$ cat config.mk
export PLATFORM = sky130hd
export DESIGN_NAME = apb4_master
export DESIGN_NICKNAME = d
export VERILOG_FILES = /design/src/rtl/apb4_pkg.sv /design/src/rtl/apb4_wait_timer.sv /design/src/rtl/apb4_master.sv
export SDC_FILE = /design/constraint.sdc
export NUM_CORES = 1
export LEC_CHECK = 0
export BUFFER_PORTS_ARGS = -buffer_cell sky130_fd_sc_hd__buf_2
export CORE_AREA = 2 2 60 119
export CTS_CLUSTER_SIZE = 10
export DETAILED_ROUTE_END_ITERATION = 12
export DIE_AREA = 0 0 62 121
export GPL_ROUTABILITY_DRIVEN = 1
export PLACE_DENSITY_LB_ADDON = 0.08
export RECOVER_POWER = 100
export SYNTH_ARGS = -nofsm -noshare
export SYNTH_HDL_FRONTEND = slang
export SYNTH_SLANG_ARGS = --single-unit
$ cat constraint.sdc
create_clock -name clk -period 3.4 [get_ports clk]
set_input_delay 0.17 -clock clk [delete_from_list [all_inputs] [get_ports clk]]
set_output_delay 0.17 -clock clk [all_outputs]
set_load 0.01 [all_outputs]
$ cat src/rtl/apb4_pkg.sv
// Shared APB4 definitions: transfer state encoding and default bus widths.
package apb4_pkg;

    typedef enum logic [1:0] {
        IDLE   = 2'd0,
        SETUP  = 2'd1,
        ACCESS = 2'd2
    } apb4_state_e;

    localparam int APB4_ADDR_W         = 8;
    localparam int APB4_DATA_W         = 32;
    localparam int APB4_TIMEOUT_CYCLES = 16;

endpackage

$ cat src/rtl/apb4_wait_timer.sv
// Saturating wait-cycle counter for the ACCESS phase; only compiled into
// the design when APB4_MASTER_TIMEOUT_EN is defined.
`ifdef APB4_MASTER_TIMEOUT_EN
module apb4_wait_timer #(
    parameter int LIMIT = 16
) (
    input  logic clk,
    input  logic rst_n,
    input  logic clear,
    input  logic enable,
    output logic expired
);

    localparam int CNT_W = $clog2(LIMIT + 1);

    logic [CNT_W-1:0] count;

    always_ff @(posedge clk or negedge rst_n) begin
        if (!rst_n) begin
            count <= '0;
        end else if (clear) begin
            count <= '0;
        end else if (enable && !expired) begin
            count <= count + CNT_W'(1);
        end
    end

    assign expired = (count == CNT_W'(LIMIT));

endmodule
`endif

$ cat src/rtl/apb4_master.sv
// APB4 master: turns a valid/ready command into one SETUP/ACCESS transfer.
// Optional ACCESS timeout is enabled with the APB4_MASTER_TIMEOUT_EN macro.
//
// Handshake: a command transfers on any rising edge where cmd_valid and
// cmd_ready are both high; rsp_valid is a single-cycle completion pulse.
module apb4_master
    import apb4_pkg::*;
#(
    parameter int ADDR_W         = APB4_ADDR_W,
    parameter int DATA_W         = APB4_DATA_W,
    parameter int TIMEOUT_CYCLES = APB4_TIMEOUT_CYCLES
) (
    input  logic              clk,
    input  logic              rst_n,
    input  logic              cmd_valid,
    output logic              cmd_ready,
    input  logic              cmd_write,
    input  logic [ADDR_W-1:0] cmd_addr,
    input  logic [DATA_W-1:0] cmd_wdata,
    output logic              rsp_valid,
    output logic [DATA_W-1:0] rsp_rdata,
    output logic              rsp_err,
    output logic              psel,
    output logic              penable,
    output logic              pwrite,
    output logic [ADDR_W-1:0] paddr,
    output logic [DATA_W-1:0] pwdata,
    input  logic [DATA_W-1:0] prdata,
    input  logic              pready,
    input  logic              pslverr,
    output apb4_state_e       state
);

    logic timeout;
    logic done;
    logic accept;

`ifdef APB4_MASTER_TIMEOUT_EN
    logic expired;

    apb4_wait_timer #(
        .LIMIT(TIMEOUT_CYCLES)
    ) u_wait_timer (
        .clk    (clk),
        .rst_n  (rst_n),
        .clear  (state == SETUP),
        .enable ((state == ACCESS) && !pready),
        .expired(expired)
    );

    assign timeout = (state == ACCESS) && expired;
`else
    logic unused_timeout_cfg;
    assign unused_timeout_cfg = (TIMEOUT_CYCLES != 0);
    assign timeout = 1'b0;
`endif

    // pready wins over a timeout landing in the same cycle
    assign done      = (state == ACCESS) && (pready || timeout);
    assign cmd_ready = (state == IDLE) || done;
    assign accept    = cmd_valid && cmd_ready;

    always_ff @(posedge clk or negedge rst_n) begin
        if (!rst_n) begin
            state     <= IDLE;
            psel      <= 1'b0;
            penable   <= 1'b0;
            pwrite    <= 1'b0;
            paddr     <= '0;
            pwdata    <= '0;
            rsp_valid <= 1'b0;
            rsp_rdata <= '0;
            rsp_err   <= 1'b0;
        end else begin
            rsp_valid <= 1'b0;
            if (accept) begin
                pwrite <= cmd_write;
                paddr  <= cmd_addr;
                pwdata <= cmd_wdata;
            end
            case (state)
                IDLE: begin
                    if (accept) begin
                        state   <= SETUP;
                        psel    <= 1'b1;
                        penable <= 1'b0;
                    end
                end
                SETUP: begin
                    state   <= ACCESS;
                    penable <= 1'b1;
                end
                ACCESS: begin
                    if (done) begin
                        rsp_valid <= 1'b1;
                        rsp_err   <= pready ? pslverr : 1'b1;
                        rsp_rdata <= (pready && !pwrite) ? prdata : '0;
                        if (accept) begin
                            state   <= SETUP;
                            penable <= 1'b0;
                        end else begin
                            state   <= IDLE;
                            psel    <= 1'b0;
                            penable <= 1'b0;
                        end
                    end
                end
                default: begin
                    state   <= IDLE;
                    psel    <= 1'b0;
                    penable <= 1'b0;
                end
            endcase
        end
    end

endmodule

Word level (Yosys, flattened, before mapping):

Cells that the tools add are included.

* register bits: 79
* input port bits: 78
* output and inout port bits: 80
* word-level logic and storage cells: 39

* equality and inequality tests: 5
* muxes and demuxes: 15
* bitwise gates (word level): 1
* reduce and logical (&&, ||, !) cells: 9

Operators with widths (count)
* 32-bit two-way mux: 1
* 1-bit two-way mux: 9
* 2-bit != test, second input constant: 3
* 1-bit case mux with 3 select lines: 2
* 2-bit case mux with 3 select lines: 1
* 2-bit two-way mux: 2
* 2-bit AND reduction: 2
* 4-bit AND reduction: 1
* 1-bit logical AND: 3
* 2-bit by 1-bit equality test with 1-bit output, second input constant: 1
* 2-bit equality test, second input constant: 1
* 2-bit logical NOT: 1
* 1-bit logical NOT: 1
* 1-bit logical OR: 1
* 1-bit NOT: 1

Depth between registers and ports, before layout:

Gate-level depths: netlist of the first run.

* word-level depth: 7
* depth in mapped cells: 5
* depth with buffers taken out: 3

Least setup slack after synthesis of the first run:

No wires, ideal clock.

* kind: reg-to-reg
* from: register state[1]
* to: register pwdata[0]
* arrival time: 1.413 ns
* required time: 3.275 ns
* slack: 1.862 ns
* cell stages (with the launch flop): 5
* cells stage by stage: dfrtp_1 nor2b_4 nor3b_4 buf_6 mux2_2

* longest elaborated chain between the ends: 4
* elaborated cells on any way between the ends: 5
* those cells by class: 1 x eq/ne; 4 x reduce/logical

RTL lines
* start, declared: RTL line apb4_master.sv:31 `output apb4_state_e state`
* start signal, assigned: RTL line apb4_master.sv:65 `state <= IDLE;`
* start signal, assigned: RTL line apb4_master.sv:84 `state <= SETUP;`
* start signal, assigned: RTL line apb4_master.sv:90 `state <= ACCESS;`
* 2-bit equality test: RTL line apb4_master.sv:59 `assign done = (state == ACCESS) && (pready || timeout);`
* 1-bit logical AND: RTL line apb4_master.sv:59
* 1-bit logical OR *: RTL line apb4_master.sv:60 `assign cmd_ready = (state == IDLE) || done;`
* 1-bit logical AND *: RTL line apb4_master.sv:61 `assign accept = cmd_valid && cmd_ready;`
* end signal, assigned: RTL line apb4_master.sv:79 `pwdata <= cmd_wdata;`
* end, declared: RTL line apb4_master.sv:27 `output logic [DATA_W-1:0] pwdata,`

Every way passes the cells marked *; elsewhere a longest branch is shown, timed or not.
A chain may end at the register's enable or synchronous reset.

Worst setup path in the final report of the first run:

* from: register state[1]
* to: register paddr[4]

* longest elaborated chain between the ends: 4
* elaborated cells on any way between the ends: 5
* those cells by class: 1 x eq/ne; 4 x reduce/logical

RTL lines
* 2-bit equality test: RTL line apb4_master.sv:59
* 1-bit logical AND: RTL line apb4_master.sv:59
* 1-bit logical OR *: RTL line apb4_master.sv:60
* 1-bit logical AND *: RTL line apb4_master.sv:61
* end signal, assigned: RTL line apb4_master.sv:78 `paddr <= cmd_addr;`
* end, declared: RTL line apb4_master.sv:26 `output logic [ADDR_W-1:0] paddr,`

Marked as above.

==> results of run 1 <==
## flip-flops by register name (all words and copies together), names as in the netlist
signal	flops
pwdata	32
pwrite	1
state	2
psel	1
rsp_err	1
rsp_rdata	32
rsp_valid	1
paddr	8
## cell type report
| cell class | count | area (µm²) |
|---|---|---|
| clock buffer | 15 | 258 |
| clock inverter | 1 | 5.00 |
| fill | 614 | 2500 |
| inverter | 3 | 11.3 |
| multi-input combinational | 147 | 1020 |
| sequential | 78 | 1950 |
| tap | 88 | 110 |
| timing repair buffer | 159 | 713 |
## power by group through the flow
stage               Combinational [W]  Sequential (W)  Clock, W
floorplan                    0.000368         0.00155         0
global placement             0.000920         0.00141         0
detailed placement           0.000941         0.00142         0
CTS                          0.000942         0.00141  0.000868
global route                 0.000945         0.00146  0.000914
finish                       0.000837         0.00141  0.000844
## cells in the final DEF (no fill, tap or decap)
cell	instances
buf_12	1
nand3b_1	1
nor3b_4	1
dfrtp_1	78
clkbuf_8	1
mux2_2	42
o21ai_0	34
inv_1	3
buf_4	1
nand2b_1	32
clkbuf_2	1
nor2b_1	1
clkbuf_16	9
nor2_1	1
o211ai_1	1
buf_2	76
nand2_1	33
clkinv_2	1
clkbuf_1	85
a21oi_1	1
## logic make-up (layout without fill, tap and decap cells)
| kind of cell | after synthesis | in the layout | share of synthesized area |
|---|---|---|---|
| and+or+nand+nor | 69 | 69 | 0.119 |
| buffers and inverters | 18 | 178 | 0.0349 |
| DFF | 78 | 78 | 0.633 |
| muxes | 42 | 42 | 0.153 |
| AOI/OAI and AO/OA | 36 | 36 | 0.0593 |
## cell usage after synthesis (all sizes together)
cell    number  area, µm²
inv          3       11.3
mux2        42        473
nor3b        1       18.8
nand2       33        124
clkbuf       4       15.0
a21oi        1       5.00
o21ai       34        170
nand2b      32        200
nand3b       1       7.51
nor2         1       3.75
buf         11       81.3
o211ai       1       7.51
nor2b        1       13.8
dfrtp       78       1950
## metal layers
layer,share of wire,GRT usage,vias to the layer above
met5,0,0,-
met4,0.015,0.0798,0
met3,0.082,0.0618,7
met2,0.53,0.299,98
met1,0.38,0.219,1079
li1,-,-,1114
## worst register-to-register path: stages (launching register included)
cell and delay (ps):
dfrtp_1 420, nor2b_1 200, nor3b_4 610, buf_12 280
mux2_2 380
## worst min-delay path by stage
stage | startpoint | to | slack [ps] | cells after the start
finish | cmd_wdata[18] | pwdata[18]$_DFFE_PN0P_ | 70 | 2
floorplan | rst_n | paddr[0]$_DFFE_PN0P_ | -130 | 0
CTS | rst_n | paddr[5]$_DFFE_PN0P_ | 30 | 1
detailed placement | rst_n | pwdata[19]$_DFFE_PN0P_ | 380 | 1
global route | cmd_wdata[6] | pwdata[6]$_DFFE_PN0P_ | 60 | 2
global placement | rst_n | pwdata[19]$_DFFE_PN0P_ | 390 | 1
## through the flow
| stage | instances | power (W) | setup WS (ps) | hold WS [ps] | instance area, µm² |
|---|---|---|---|---|---|
| final | 491 | 0.00309 | 1390 | 70.1 | 4070 |
| after floorplan | 243 | 0.00191 | 1860 | -126 | 3080 |
| after detailed placement | 475 | 0.00236 | 1440 | 379 | 3910 |
| after CTS | 491 | 0.00322 | 1410 | 27.5 | 4180 |
| after global routing | 491 | 0.00332 | 1220 | 63.7 | 4070 |
| after global placement | 475 | 0.00233 | 1480 | 385 | 3910 |
==> results.toml, run 1 <==
[setup_path]
cp_data_required_time_ps = 3610
critPathKind = "flop to flop"
crit_chain = "nor2b_1 > nor3b_4 > buf_12 > mux2_2"
path_buf_inv = 1
reg2regPathDepth = 4
r2r_setup_slack_ps = 1390
endpoint = "paddr[4]$_DFFE_PN0P_"
cp_slowest_cell = "nor3b_4"
cp-startpoint = "state[1]$_DFFE_PN0P_"
path_depth = 4
cp_top_family = "simple AND/OR/NAND/NOR gates"
r2r-start = "state[1]$_DFFE_PN0P_"
crit_path_end_kind = "flop"
max_stage_delay_ps = 610
cp.arrival_ps = 2210
crit_fanout = 29
reg2reg_to = "paddr[4]$_DFFE_PN0P_"
start_kind = "flop"

[timing]
hold_viol_final = 0
min_period_ps = 2010
tns_ps = 0
relSlewSlack = -0.247
worstMarginPinSlew_ps = 1870
finalSetupViolCount = 0
finalCritPeriodShare = 0.590
slew_violations = 79
max_freq_mhz = 499
rsz0062_at_grt = "false"
fin_worst_skew_ps = 4.16

[floorplanning]
fp.dieArea_um2 = 7500
num_io_pins = 158
core-area_um2 = 6570
die-width_um = 62
initial_utilization = 0.469
rows = 42
fp.dieH_um = 121

[layout]
final_util = 0.619
antennaDiodeCount = 0
post_route_cells_drive_above_1_share = 0.330
fin_nets = 476
synthToLayoutAreaGrowth_pct = 31.9

[cts]
clock_latency_ps = 330
clockBufferDepth = 2
hold_buffers = 0
cts_root_buf = "clkbuf_16"
post_cts_buffers = 0
ctsResizeCount = 0
cts_tree = "yes"
cts_max_level = 3
clk_pin_slew_ps = 60
cts_made_buffers = 9
clkSinkCount = 78

[drt]
wl_per_cell_um = 13.4
route.detailed.drc = 0
vias_per_cell = 4.68
vias = 2298
first_pass_iters = 4
drtIter0Drc = 100
wl_mm = 6.60
detail-route-antenna-nets = 0

[min_path]
min_path_type = "primary input to flop"

[power]
seqPwrFrac = 0.457
ir_drop_mv = 0.433
comb_power_share = 0.270
p_per_area_nw_per_um2 = 761
p_sw_frac = 0.316
power_switching_w = 0.000978
p_clk_frac = 0.273
p_leak_nw = 1.87
p_int_w = 0.00212

[synth]
ys_seq_area_frac = 0.633
synthesis.nets = 321
syn-instance-count = 243
yosysWarnings = 0
ys_types = 17
synth_area_um2 = 3080
synth.avg_cell_area_um2 = 12.7
synth-seq-cells = 78

[global_route]
antenna_found_initial = 0
grt_max_degree = 79
overflow = 0
grt_pass1_wl_mm = 10.2
grt_pass1_vias = 2209
track_usage = 0.186

[place]
portBuffers = 157
dp_hpwl_mm = 4.78
gp_congestion = 0.720

[run_status]
violations = "capacitance limit, slew limit"
status = "complete, but fails checks"

[job]
maxCapViolations = 1
Note: power is estimated with default switching activity, not from simulation.
==> run 2, diff against run 1 <==
Settings changed: CORE_AREA 2 2 60 119 to 2 2 65 128, DIE_AREA 0 0 62 121 to 0 0 67 130.
Clock period 3.4 ns to 1.7 ns, I/O delays scaled along.
==> run 2 against run 1 <==
  * The run now ends clean
  * Flip-flop and latch count unchanged
  * Total power increased by 100%
  * Fmax increased by 28%
  * Routed wire length increased by 10%
  * Clock skew increased by 2.9 ps
  * Critical endpoint is now pwdata[17]$_DFFE_PN0P_
  * Highest routed layer unchanged
==> results.toml, run 2 (synthesized netlist as in run 1, its figures left out) <==
[run_status]
status = "complete, no violations"

[setup_path]
reg2reg_to = "pwdata[17]$_DFFE_PN0P_"
crit_fanout = 20
cp_slowest_cell = "dfrtp_1"
reg2regPathDepth = 4
r2r_setup_slack_ps = 130
max_stage_delay_ps = 430
crit_path_end_kind = "flop"
r2r-start = "state[1]$_DFFE_PN0P_"
start_kind = "flop"
crit_chain = "nor2b_4 > nor3b_4 > buf_12 > mux2_2"
cp.arrival_ps = 1780
cp_data_required_time_ps = 1910
critPathKind = "flop to flop"

[timing]
finalSetupViolCount = 0
hold_viol_final = 0
tns_ps = 0
relSlewSlack = 0.365
fin_worst_skew_ps = 7.03
min_period_ps = 1570
rsz0062_at_grt = "false"
finalCritPeriodShare = 0.923
max_freq_mhz = 637
slew_violations = 0
worstMarginPinSlew_ps = 952

[drt]
drtIter0Drc = 89
wl_mm = 7.26
first_pass_iters = 4
route.detailed.drc = 0
vias_per_cell = 4.50
vias = 2462
detail-route-antenna-nets = 0
wl_per_cell_um = 13.3

[place]
portBuffers = 157
placedCellCount = 488
gp_congestion = 0.739
dp_hpwl_mm = 5.04

[cts]
cts_max_level = 3
clockBufferDepth = 2
cts_root_buf = "clkbuf_16"
cts_tree = "yes"
post_cts_buffers = 0
clk_pin_slew_ps = 60
clkSinkCount = 78
clock_latency_ps = 330
cts_made_buffers = 9

[global_route]
grt_max_degree = 40
grt_pass1_vias = 2435
overflow = 0
grt_pass1_wl_mm = 11.1
track_usage = 0.171
antenna_found_initial = 0

[power]
p_leak_nw = 2.09
ir_drop_mv = 0.849
p_per_area_nw_per_um2 = 1380

[layout]
top_regs = "pwdata (32), rsp_rdata (32), paddr (8)"
antennaDiodeCount = 0
stdcell_count = 547
post_route_cells_drive_above_1_share = 0.310
mostFrequentLayoutCell = "clkbuf_1"
fin_nets = 525
n_fill_cell = 721
final_cell_mix = "clkbuf_1 (84), dfrtp_1 (77), buf_2 (76)"
synthToLayoutAreaGrowth_pct = 48.7

[floorplanning]
fp.dieArea_um2 = 8710
fp.dieH_um = 130
core-area_um2 = 7830
initial_utilization = 0.394
num_io_pins = 158
die-width_um = 67
rows = 46

[job]
maxCapViolations = 0

[min_path]
hold_path_depth = 3
holdPathEnd = "rsp_rdata[11]$_DFFE_PN0P_"
hold_path_startpoint = "prdata[11]"
min_path_type = "primary input to flop"
## run 2: cell type report
class | instances | area [µm²] | area share
timing repair buffer | 208 | 1210 | 0.263
clock inverter | 1 | 5.00 | 0.00109
multi-input combinational | 147 | 1020 | 0.223
inverter | 3 | 11.3 | 0.00246
tap | 96 | 120 | 0.0262
sequential | 78 | 1950 | 0.426
clock buffer | 14 | 264 | 0.0576
## run 2: critical path: cells and delay by family (launching register included)
family / cells / cell delay, ps
flops: 1 / 430
mux: 1 / 360
simple gates: 2 / 450
buf+inv: 1 / 200
## run 2: layer usage
layer / share of wire / GRT usage / vias to the layer above / routed length (µm)
li1: - / - / 1206 / -
met1: 0.40 / 0.193 / 1135 / 2890
met2: 0.49 / 0.275 / 106 / 3540
met3: 0.093 / 0.0655 / 15 / 677
met4: 0.022 / 0.0900 / 0 / 158
met5: 0 / 0 / - / 0
## run 2: through the flow
stage          power, W  utilization  area [µm²]  setup WS [ps]  hold WS (ps)
3_3_place_gp    0.00468        0.509        3990            206          81.3
2_1_floorplan   0.00383            -        3080            162          -211
4_1_cts         0.00659        0.600        4690           91.3         0.562
5_1_grt         0.00678        0.586        4580           64.6          13.8
6_report        0.00634        0.586        4580            130          12.8
3_5_place_dp    0.00476        0.509        3990            142          83.9
## run 2: where the power goes
| group | switching, W | total (W) | internal [W] |
|---|---|---|---|
| clock network | 0.000653 | 0.00171 | 0.00106 |
| registers | 0.000374 | 0.00284 | 0.00246 |
| logic | 0.000960 | 0.00179 | 0.000832 |
## run 2: worst max-delay path by stage
stage	endpoint	startpoint	cells after the start
after floorplan	pwdata[0]$_DFFE_PN0P_	state[1]$_DFFE_PN0P_	4
after global placement	paddr[3]$_DFFE_PN0P_	state[1]$_DFFE_PN0P_	4
after global routing	paddr[3]$_DFFE_PN0P_	state[1]$_DFFE_PN0P_	4
after CTS	pwrite	pwrite$_DFFE_PN0P_	1
after detailed placement	pwdata[28]$_DFFE_PN0P_	state[1]$_DFFE_PN0P_	4
final	pwdata[17]$_DFFE_PN0P_	state[1]$_DFFE_PN0P_	4
## run 2: timing repair
item                                    4_1_cts  5_1_grt
hold buffers                                 44        0
endpoints found under the hold margin        79        0
endpoints found under the setup margin        0        1
resized for setup                             0        1
